--- src/rtl/alu_sout_tx.sv ---
// alu_sout_tx - serial result transmitter driving the ALU sout pin.
//
// Takes one result per valid/ready handshake and shifts it out as 11-bit
// packets: start(0), type(0=data,1=ctl), d[7]..d[0], stop(1).
// A good result is four data packets (C MSB byte first) followed by a ctl
// packet {0, flags, crc3}. An error result is a single ctl packet
// {1, err_flags, parity}. After the final stop bit the line idles for GAP
// cycles before ready re-asserts.
//
// Ports:
//   clk        in   clock, rising edge
//   rst_n      in   synchronous active-low reset
//   valid      in   result request, held until accepted
//   ready      out  high while idle
//   err        in   1 = error frame, 0 = good frame
//   C          in   32-bit result word (good frame)
//   flags      in   4-bit ALU flags (good frame)
//   crc3       in   3-bit result CRC (good frame)
//   err_flags  in   6-bit error flags (error frame)
//   parity     in   error parity bit (error frame)
//   sout       out  registered serial line, idles at 1
//   done       out  one-cycle pulse after the final stop bit
//
// state | meaning
// IDLE  | line at 1, ready high, waiting for valid
// SEND  | shifting packets; bit_cnt_q is the bit currently on the line
// GAP   | post-frame idle, gap_cnt_q counts down to 1

module alu_sout_tx #(
    parameter int unsigned GAP = 2
) (
    input  logic        clk,
    input  logic        rst_n,
    input  logic        valid,
    output logic        ready,
    input  logic        err,
    input  logic [31:0] C,
    input  logic [3:0]  flags,
    input  logic [2:0]  crc3,
    input  logic [5:0]  err_flags,
    input  logic        parity,
    output logic        sout,
    output logic        done
);

    localparam logic [3:0] GAP_CNT = 4'(GAP);

    typedef enum logic [1:0] {
        S_IDLE,
        S_SEND,
        S_GAP
    } state_t;

    state_t      state_q, state_d;
    logic [3:0]  bit_cnt_q, bit_cnt_d;
    logic [2:0]  pkt_cnt_q, pkt_cnt_d;
    logic [3:0]  gap_cnt_q, gap_cnt_d;
    logic        sout_q, sout_d;
    logic        done_q, done_d;

    logic        err_q, err_d;
    logic [31:0] c_q, c_d;
    logic [3:0]  flags_q, flags_d;
    logic [2:0]  crc3_q, crc3_d;
    logic [5:0]  err_flags_q, err_flags_d;
    logic        parity_q, parity_d;

    logic        last_pkt;
    logic        pkt_type;
    logic [7:0]  pkt_byte;
    logic [3:0]  nxt_bit;
    logic        nxt_val;

    // Payload of the packet currently being shifted.
    always_comb begin
        pkt_byte = {1'b0, flags_q, crc3_q};
        if (err_q) begin
            pkt_byte = {1'b1, err_flags_q, parity_q};
        end else begin
            case (pkt_cnt_q)
                3'd0:    pkt_byte = c_q[31:24];
                3'd1:    pkt_byte = c_q[23:16];
                3'd2:    pkt_byte = c_q[15:8];
                3'd3:    pkt_byte = c_q[7:0];
                default: pkt_byte = {1'b0, flags_q, crc3_q};
            endcase
        end
    end

    assign last_pkt = err_q ? (pkt_cnt_q == 3'd0) : (pkt_cnt_q == 3'd4);
    assign pkt_type = err_q | (pkt_cnt_q == 3'd4);

    // Value of the following bit inside the current packet (indices 1..10).
    assign nxt_bit = bit_cnt_q + 4'd1;
    always_comb begin
        case (nxt_bit)
            4'd1:    nxt_val = pkt_type;
            4'd10:   nxt_val = 1'b1;
            default: nxt_val = pkt_byte[3'(4'd9 - nxt_bit)];
        endcase
    end

    always_comb begin
        state_d     = state_q;
        bit_cnt_d   = bit_cnt_q;
        pkt_cnt_d   = pkt_cnt_q;
        gap_cnt_d   = gap_cnt_q;
        sout_d      = sout_q;
        done_d      = 1'b0;
        err_d       = err_q;
        c_d         = c_q;
        flags_d     = flags_q;
        crc3_d      = crc3_q;
        err_flags_d = err_flags_q;
        parity_d    = parity_q;

        case (state_q)
            S_IDLE: begin
                sout_d = 1'b1;
                if (valid) begin
                    err_d       = err;
                    c_d         = C;
                    flags_d     = flags;
                    crc3_d      = crc3;
                    err_flags_d = err_flags;
                    parity_d    = parity;
                    state_d     = S_SEND;
                    bit_cnt_d   = 4'd0;
                    pkt_cnt_d   = 3'd0;
                    sout_d      = 1'b0;
                end
            end
            S_SEND: begin
                if (bit_cnt_q == 4'd10) begin
                    bit_cnt_d = 4'd0;
                    if (last_pkt) begin
                        sout_d    = 1'b1;
                        done_d    = 1'b1;
                        pkt_cnt_d = 3'd0;
                        if (GAP == 0) begin
                            state_d = S_IDLE;
                        end else begin
                            state_d   = S_GAP;
                            gap_cnt_d = GAP_CNT;
                        end
                    end else begin
                        // Next packet starts immediately, no idle bit.
                        pkt_cnt_d = pkt_cnt_q + 3'd1;
                        sout_d    = 1'b0;
                    end
                end else begin
                    bit_cnt_d = nxt_bit;
                    sout_d    = nxt_val;
                end
            end
            S_GAP: begin
                if (gap_cnt_q == 4'd1) begin
                    gap_cnt_d = 4'd0;
                    state_d   = S_IDLE;
                end else begin
                    gap_cnt_d = gap_cnt_q - 4'd1;
                end
            end
            default: state_d = S_IDLE;
        endcase
    end

    always_ff @(posedge clk) begin
        if (!rst_n) begin
            state_q     <= S_IDLE;
            bit_cnt_q   <= 4'd0;
            pkt_cnt_q   <= 3'd0;
            gap_cnt_q   <= 4'd0;
            sout_q      <= 1'b1;
            done_q      <= 1'b0;
            err_q       <= 1'b0;
            c_q         <= 32'd0;
            flags_q     <= 4'd0;
            crc3_q      <= 3'd0;
            err_flags_q <= 6'd0;
            parity_q    <= 1'b0;
        end else begin
            state_q     <= state_d;
            bit_cnt_q   <= bit_cnt_d;
            pkt_cnt_q   <= pkt_cnt_d;
            gap_cnt_q   <= gap_cnt_d;
            sout_q      <= sout_d;
            done_q      <= done_d;
            err_q       <= err_d;
            c_q         <= c_d;
            flags_q     <= flags_d;
            crc3_q      <= crc3_d;
            err_flags_q <= err_flags_d;
            parity_q    <= parity_d;
        end
    end

    assign ready = (state_q == S_IDLE);
    assign sout  = sout_q;
    assign done  = done_q;

endmodule

--- config.mk ---
export PLATFORM = sky130hd
export DESIGN_NAME = alu_sout_tx
export DESIGN_NICKNAME = d
export VERILOG_FILES = /design/src/rtl/alu_sout_tx.sv
export SDC_FILE = /design/constraint.sdc
export NUM_CORES = 1
export LEC_CHECK = 0
export CELL_PAD_IN_SITES_DETAIL_PLACEMENT = 1
export CELL_PAD_IN_SITES_GLOBAL_PLACEMENT = 1
export CORE_ASPECT_RATIO = 0.7
export CORE_MARGIN = 2
export CORE_UTILIZATION = 42
export CTS_CLUSTER_SIZE = 10
export DETAILED_ROUTE_END_ITERATION = 12
export GPL_TIMING_DRIVEN = 0
export PLACE_DENSITY = 0.95
export SYNTH_ARGS = -nofsm -noshare
export SYNTH_HDL_FRONTEND = slang
export SYNTH_SLANG_ARGS = --single-unit
--- constraint.sdc ---
create_clock -name clk -period 3.59 [get_ports clk]
set_clock_uncertainty 0.2 [all_clocks]
set_input_delay 0.359 -clock clk [delete_from_list [all_inputs] [get_ports clk]]
set_output_delay 0.359 -clock clk [all_outputs]
set_load 0.01 [all_outputs]
==> flow_metrics.tcl, run 1 <==
set metrics [dict create \
    synth_seq_cells 62 \
    hold_class "flip-flop to flip-flop" \
    cp-startpoint "pkt_cnt_q[2]" \
    post-cts-setup-buffer-count 0 \
    fin_nets 505 \
    maxCapViolCount 0 \
    ys_warn_count 0 \
    synthAdderAreaFrac_pct 4.450 \
    slew_violations 0 \
    fin_crit_sh_pct 74.95 \
    r2r_slack_ns 0.90 \
    avgRoutedWirePerCell_um 17.81 \
    place_hpwl_mm 7.183 \
    status "finished clean" \
    slew_headroom_pct 61.13 \
    row_count 26 \
    synth_cell_types 50 \
    cts_root_buf "clkbuf_8" \
    firstDrtPassIters 6 \
    synth_mux_area_share_pct 0 \
    syn_nets 442 \
    crit_type "flip-flop to flip-flop" \
    setup_viol 0 \
    hold_depth 2 \
    rsz0062_at_grt "false" \
    grt_pass1_vias 3158 \
    grt_overflow 0 \
    synth_area_leader_cell "dfxtp_1" \
    clk_pin_slew_ns 0.07 \
    routed_wl_mm 9.726 \
    ctsLongestPathBuffers 2 \
    design.core.area_um2 7222 \
    initial_core_util_pct 42.83 \
    fin_tns_setup_ns 0 \
    yosysTopAreaCellShare_pct 40.13 \
    ctsResizeCount 0 \
    synth_compound_area_share_pct 26.17 \
    synthXorXnorAreaFrac_pct 1.133 \
    min_to "c_q[29]" \
    synthFlopType "dfxtp_1" \
    synth_area_leaders "dfxtp_1 (40%), nand2_1 (14%), a21boi_0 (12%)" \
    antenna_cells 0 \
    worstPathCellList "buf_4 > inv_1 > ha_1 > buf_2 > nor2_1 > o21a_4 > a221oi_1 > a221oi_2 > a311oi_1 > o211ai_1" \
    rr_startpoint "pkt_cnt_q[2]" \
    cpMaxStageDelayCell "dfxtp_1" \
    p_leak_nw 1.469 \
    fin_crit_ns 2.691 \
    grt_max_degree 11 \
    cts_tree "done" \
    hold_buffers 0 \
    insertion_delay_ns 0.35 \
    cp.required_ns 3.60 \
    pre_cts_ws_ns 0.9986 \
    antenna_found_initial 0 \
    drc 0 \
    yosysMostFrequentCell "nand2_1" \
    min_from "c_q[29]" \
    io_buffers 52 \
    critPathTopFamily "compound AO/OA/AOI/OAI gates" \
    avgSynthCellArea_um2 8.118 \
    clock-sinks 62 \
    worst-path-buf-inv 3 \
    p_per_area_nw_per_um2 425.1 \
    drtAntennaViolNets 0 \
    drt-initial-drc-count 210 \
    grt_usage_pct 25.23 \
    startpoint_type "flip-flop" \
    synth_top_family_by_area "compound AO/OA/AOI/OAI gates" \
    cts_made_buffers 9 \
    arrival_ns 2.70 \
    syn-instance-count 381 \
    syn_to_final_growth_pct 27.51 \
    dieArea_um2 8078 \
    r2r_cells 10 \
    reg2reg_to "sout" \
    netlist_top_cells_count "nand2_1 (113), dfxtp_1 (62), a21boi_0 (49)" \
    layout-drive-gt1-share_pct 8.036 \
    routed_via_density 5.559 \
    timing.fmax_mhz 371.6 \
    die_y_um 75.80 \
    synth_area_um2 3093 \
    synthArstFlopShare_pct 0 \
    worst_pin_slew_ns 0.5831 \
    ys_seq_area_share_pct 40.13 \
    io_pins 53 \
    h-tree-depth 3 \
    crit_path_max_fanout 10 \
    vias 3035 \
    hold_viol_final 0 \
    yosys.area_share.simple_pct 22.82 \
    crit_path_end_kind "flip-flop" \
    grt_first_pass_wirelength_mm 15.29 \
    dieWidth_um 106.6 \
    place.gp.congestion 0.8547 \
    synth_edf_count 0 \
    cp_slowest_stage_delay_ns 0.41 \
    setup_slack_ns 0.8991 \
    ir_drop_mv 0.1914 \
]
## per-layer routing
layer	global-route usage, %	share of wire, %	vias to the layer above
li1	-	-	1434
met1	29.63	44	1477
met2	44.94	47	109
met3	6.587	6.9	15
met4	10.39	1.8	0
met5	0	0	-
## state kept, by name, indices dropped and copies added, names as in the netlist, 2 cells and up
register / cells
c_q: 32
state_q: 2
pkt_cnt_q: 3
err_flags_q: 6
gap_cnt_q: 4
flags_q: 4
bit_cnt_q: 4
crc3_q: 3
## cells in the final DEF, fill, tap and decap left out, drive strengths merged, types with 2 or more instances in the layout
cell type,Yosys,routed
nor2b,5,5
ha,11,11
nand2b,4,4
o21ai,14,14
a21oi,9,9
and2,6,6
buf,13,13
clkbuf,13,25
a21boi,49,49
o21a,2,2
xor2,3,3
nor3,5,5
nand2,113,113
and3,2,2
a2bb2oi,3,3
a221oi,5,5
nor2,17,17
a222oi,8,8
nand3,4,4
a31oi,2,2
o2111ai,2,2
clkdlybuf4s50,0,52
inv,9,9
dfxtp,62,62
## worst max-delay path by stage
| stage | to | slack [ns] | depth (start not counted) |
|---|---|---|---|
| 2_1_floorplan | sout | 1.46 | 10 |
| 3_3_place_gp | sout | 1.10 | 10 |
| 3_5_place_dp | sout | 1.0 | 10 |
| 4_1_cts | sout | 0.97 | 10 |
| 5_1_grt | sout | 0.75 | 10 |
| 6_report | sout | 0.90 | 10 |
## worst reg2reg max path, cell delays in order, from the launching register on
cell and delay, ns:
dfxtp_1 0.41, buf_4 0.23, inv_1 0.06, ha_1 0.19, buf_2 0.24, nor2_1 0.10
o21a_4 0.16, a221oi_1 0.33, a221oi_2 0.10, a311oi_1 0.40, o211ai_1 0.13
## metrics by stage
stage	instances	area, um2	utilization (%)	hold WS, ns	total power, mW
after global routing	546	3944	54.61	0.2860	1.737
after CTS	546	3944	54.61	0.2674	1.683
after floorplan	381	3093	-	0.2428	0.9105
after global placement	531	3736	51.73	0.2501	1.018
after detailed placement	531	3736	51.73	0.2599	1.035
final	546	3944	54.61	0.2692	1.676
## kinds of logic after synthesis
| family | count (synthesis) |
|---|---|
| adders and majority gates | 11 |
| xor gates and xnor gates | 4 |
| and+or+nand+nor | 163 |
| DFF | 62 |
| buffers and inverters | 35 |
| AOI/OAI and AO/OA | 106 |
## report_power, final
part,switching [mW],internal (mW),leakage [nW]
sequential,0.0293,0.726,0.508
clock,0.279,0.372,0.104
combinational,0.142,0.128,0.857
## area by class of cell
type | count | area [um2]
fill | 896 | 3278
buffer | 26 | 130.1
sequential | 62 | 1241
multi-input combinational | 284 | 1688
inverter | 9 | 33.78
tap | 98 | 122.6
clock inverter | 3 | 42.54
clock buffer | 12 | 165.2
timing repair buffer | 52 | 520.5
Note: power is estimated with default switching activity, not from simulation.
==> inputs of run 2 (changes only) <==
--- a/config.mk
+++ b/config.mk
@@ -9,11 +9,11 @@
 export CELL_PAD_IN_SITES_GLOBAL_PLACEMENT = 1
 export CORE_ASPECT_RATIO = 0.7
 export CORE_MARGIN = 2
-export CORE_UTILIZATION = 42
+export CORE_UTILIZATION = 39
 export CTS_CLUSTER_SIZE = 10
 export DETAILED_ROUTE_END_ITERATION = 12
 export GPL_TIMING_DRIVEN = 0
-export PLACE_DENSITY = 0.95
+export PLACE_DENSITY = 0.9
 export SYNTH_ARGS = -nofsm -noshare
 export SYNTH_HDL_FRONTEND = slang
 export SYNTH_SLANG_ARGS = --single-unit
==> constraint.sdc (replaced) <==
create_clock -name clk -period 2.7 [get_ports clk]
set_clock_uncertainty 0.2 [all_clocks]
set_input_delay 0.27 -clock clk [delete_from_list [all_inputs] [get_ports clk]]
set_output_delay 0.27 -clock clk [all_outputs]
set_load 0.01 [all_outputs]
==> run 2 against run 1 <==
Against the previous run:
- die area rose by 7.3%
- utilization shrank 2.4 points
- first-iteration DRC count is 8.6% lower
- fmax rose by 5.7%
- critical path type unchanged
- critical endpoint unchanged
- highest routed layer unchanged
==> flow_metrics.tcl, run 2 (same netlist as run 1, synthesis figures left out) <==
set metrics [dict create \
    place.gp.congestion 0.8191 \
    r2r_cells 10 \
    hold_class "flip-flop to flip-flop" \
    post-cts-setup-buffer-count 0 \
    cp.required_ns 2.73 \
    cts_root_buf "clkbuf_16" \
    rsz0062_at_grt "false" \
    multiInputGateArea_um2 1694 \
    pre_cts_ws_ns 0.08930 \
    ff_latch_area_um2 1242 \
    slew_violations 0 \
    ctsLongestPathBuffers 2 \
    drt-initial-drc-count 192 \
    startpoint_type "flip-flop" \
    io_buffers 52 \
    initial_core_util_pct 39.81 \
    vias 3000 \
    die_y_um 78.51 \
    hold_depth 2 \
    biggestRegsByFlops "c_q x32, err_flags_q x6" \
    fin_crit_ns 2.547 \
    cpMaxStageDelayCell "dfxtp_2" \
    io_pins 53 \
    status "finished clean" \
    syn_to_final_growth_pct 31.15 \
    design.core.area_um2 7770 \
    largest_reg_flops 32 \
    clock-sinks 62 \
    firstDrtPassIters 4 \
    fillers 945 \
    routed_wl_mm 9.646 \
    drtAntennaViolNets 0 \
    routed_via_density 5.455 \
    cp_slowest_stage_delay_ns 0.42 \
    r2r_slack_ns 0.15 \
    place_hpwl_mm 7.169 \
    dp.cells 534 \
    hold_slack_ns 0.2737 \
    timing.fmax_mhz 392.7 \
    maxCapViolCount 0 \
    hold_viol_final 0 \
    top_register "c_q" \
    layout-drive-gt1-share_pct 8.686 \
    row_count 27 \
    dieArea_um2 8671 \
    finalPower_mw 2.541 \
    antenna_cells 0 \
    crit_path_max_fanout 10 \
    worst_pin_slew_ns 0.5563 \
    avgRoutedWirePerCell_um 17.54 \
    min_to "c_q[22]" \
    crit_path_end_kind "flip-flop" \
    grt_first_pass_wirelength_mm 15.70 \
    antenna_found_initial 0 \
    instances_no_fill 550 \
    arrival_ns 2.58 \
    cts_made_buffers 9 \
    cts_tree "done" \
    crit_type "flip-flop to flip-flop" \
    grt_pass1_vias 3192 \
    reg2reg_to "sout" \
    setup_viol 0 \
    fin_crit_sh_pct 94.32 \
    grt_max_degree 13 \
    fin_tns_setup_ns 0 \
    h-tree-depth 3 \
    grt_usage_pct 23.02 \
    dieWidth_um 110.4 \
    min_from "c_q[22]" \
    drc 0 \
    insertion_delay_ns 0.33 \
    setup_slack_ns 0.1534 \
    final_cell_mix "nand2_1 (113), dfxtp_1 (61), clkdlybuf4s50_1 (52), a21boi_0 (49), nor2_1 (17)" \
    slew_headroom_pct 62.79 \
    fin_nets 505 \
    p_per_area_nw_per_um2 626.3 \
    worstPathCellList "buf_4 > inv_1 > ha_1 > buf_2 > nor2_1 > o21a_4 > a221oi_1 > a221oi_2 > a311oi_2 > o211ai_1" \
    clk_pin_slew_ns 0.05 \
    layout_commonest_cell "nand2_1" \
    p_leak_nw 1.507 \
    ir_drop_mv 0.2573 \
    rr_startpoint "pkt_cnt_q[2]" \
    grt_overflow 0 \
]
## run 2: changes by cell type in the layout (fill, tap and decap cells not counted), sizes merged
cell,previous run,this run
clkbuf,25,23
clkinvlp,1,3
inv,9,10
## run 2: final cells by class
class | count | area share (%)
clock inverter | 6 | 1.727
clock buffer | 10 | 5.891
multi-input combinational | 284 | 41.76
timing repair buffer | 52 | 12.83
inverter | 9 | 0.8328
tap | 101 | 3.115
buffer | 26 | 3.208
sequential | 62 | 30.63
## run 2: report_power, final
part	switching [mW]	internal, mW
clock network	0.433	0.743
registers	0.0391	0.966
logic	0.188	0.172
## run 2: worst max-delay path: cells and delay by family (launching register included)
kind / cells / cell delay, ns
AOI/OAI and AO/OA: 5 / 0.99
buffers and inverters: 3 / 0.46
DFF: 1 / 0.42
adders and majority gates: 1 / 0.22
and+or+nand+nor: 1 / 0.17
## run 2: metrics by stage
stage,util (%),instance area (um2)
finish,52.21,4056
global route,52.21,4056
CTS,52.11,4049
detailed placement,48.13,3740
global placement,48.13,3740
floorplan,-,3093
## run 2: what timing repair did
item / 4_1_cts / 5_1_grt
gates resized for setup: 0 / 2
setup endpoints to repair: 0 / 1
hold buffers: 0 / 0
## run 2: worst max-delay path by stage
| stage | from | endpoint |
|---|---|---|
| 2_1_floorplan | pkt_cnt_q[2] | sout |
| 3_3_place_gp | pkt_cnt_q[2] | sout |
| 3_5_place_dp | pkt_cnt_q[2] | sout |
| 4_1_cts | pkt_cnt_q[2] | sout |
| 5_1_grt | pkt_cnt_q[2] | sout |
| 6_report | pkt_cnt_q[2] | sout |
## run 2: metal layers
layer	GRT usage, %	wire, um	vias up
met3	7.413	466	21
li1	-	-	1439
met4	7.000	204	0
met2	39.82	4535	78
met5	0	0	-
met1	27.49	4440	1462
==> inputs of run 3 (changes only) <==
--- a/config.mk
+++ b/config.mk
@@ -14,6 +14,7 @@
 export DETAILED_ROUTE_END_ITERATION = 12
 export GPL_TIMING_DRIVEN = 0
 export PLACE_DENSITY = 0.9
+export SKIP_LAST_GASP = 1
 export SYNTH_ARGS = -nofsm -noshare
 export SYNTH_HDL_FRONTEND = slang
 export SYNTH_SLANG_ARGS = --single-unit
==> results of run 3 <==
Same layout as run 2: the final DEF is identical, and so are final timing and power.
==> RTL change: new RTL, settings of run 3 <==
Re-encode `state_t` (3 states) as one-hot, 3 bits wide.
--- a/src/rtl/alu_sout_tx.sv
+++ b/src/rtl/alu_sout_tx.sv
@@ -46,8 +46,8 @@
     localparam logic [3:0] GAP_CNT = 4'(GAP);
 
-    typedef enum logic [1:0] {
-        S_IDLE,
-        S_SEND,
-        S_GAP
+    typedef enum logic [2:0] {
+        S_IDLE = 3'b001,
+        S_SEND = 3'b010,
+        S_GAP  = 3'b100
     } state_t;
 
Behaviour: no difference found for any inputs over 10 cycles, from zero or initial values and one cycle with rst_n low; not proved beyond that.
==> RTL change against run 3 <==
Final area shrank 3.8%; sequential cell count grew 1; worst hold slack worse by 0.013 ns; synthesized area fell by 3.1%; cell count fell by 0.91%; maximum frequency shrank 4.2%; power is 5.6% lower; setup slack worse by 0.11 ns; clock power decreased by 11%; routed wire length rose by 2.4%; critical endpoint is now sout$_SDFFE_PN1N_; largest power group unchanged.
==> RTL change: results (changes against run 3) <==
* Status: finished clean
* Met3 Use GR at 6.55% (-0.86 points)
* Dpl hpwl at 7000 um (-2.4%)
* Gp weighted congestion at 0.850 (+3.7%)
* First-pass GRT wire length at 15,700 um (about the same)
* Met1 wire length at 4300 um (-3.1%)
* Worst hold margin at 0.260 ns (-0.0133 ns)
* Syn_nets at 440 (-0.45%)
* Number of multi-input logic gates at 281 (-1.1%)
* Seq/total area at 32.3% (+1.7 points)
* Synth Instances at 379 (-0.52%)
* Seq/Total Area, Yosys at 42.1% (+2.0 points)
* Hold path endpoint: c_q[16]$_SDFFE_PN0P_
* CP Data Arrival Time at 2.68 ns (+0.10 ns)
* Pwr dens at 615 nW/um^2 (-1.8%)
* Hold path cells at 3 (+1)
* Synth Area in Adders at 4.59% (+0.14 points)
* Clk Latency, worst-skew pair at 0.35 ns (+0.02 ns)
* Pre-CTS WS at -0.171 ns (-0.260 ns)
* Vias per cell at 5.65 (+3.6%)
* Critical R2R Launch: pkt_cnt_q[1]$_SDFFE_PN0P_
* DR vias at 3,079 (+2.6%)
* Clock slew at reported path FFs at 0.08 ns (+0.03 ns)
* VDD IR max at 0.000262 V (+1.7%)
* Vias in the first global route at 3,130 (-1.9%)
* Buffering overhead at 16.7% (+0.70 points)
* Clock buf/inv share at 6.51% (-1.1 points)
* R2r setup slk at 0.04 ns (-0.11 ns)
-- RTL change: worst max path at each step --
| stage | from | cells after the start | slack (ns) | to |
|---|---|---|---|---|
| after global routing | pkt_cnt_q[1]$_SDFFE_PN0P_ | 8 | 0.005 | sout$_SDFFE_PN1N_ |
| final | pkt_cnt_q[1]$_SDFFE_PN0P_ | 8 | 0.04 | sout$_SDFFE_PN1N_ |
| after floorplan | pkt_cnt_q[2]$_SDFFE_PN0P_ | 10 | 0.34 | sout$_SDFFE_PN1N_ |
| after global placement | pkt_cnt_q[2]$_SDFFE_PN0P_ | 9 | 0.05 | sout$_SDFFE_PN1N_ |
| after CTS | pkt_cnt_q[2]$_SDFFE_PN0P_ | 9 | 0.04 | sout$_SDFFE_PN1N_ |
| after detailed placement | pkt_cnt_q[2]$_SDFFE_PN0P_ | 9 | -0.17 | sout$_SDFFE_PN1N_ |
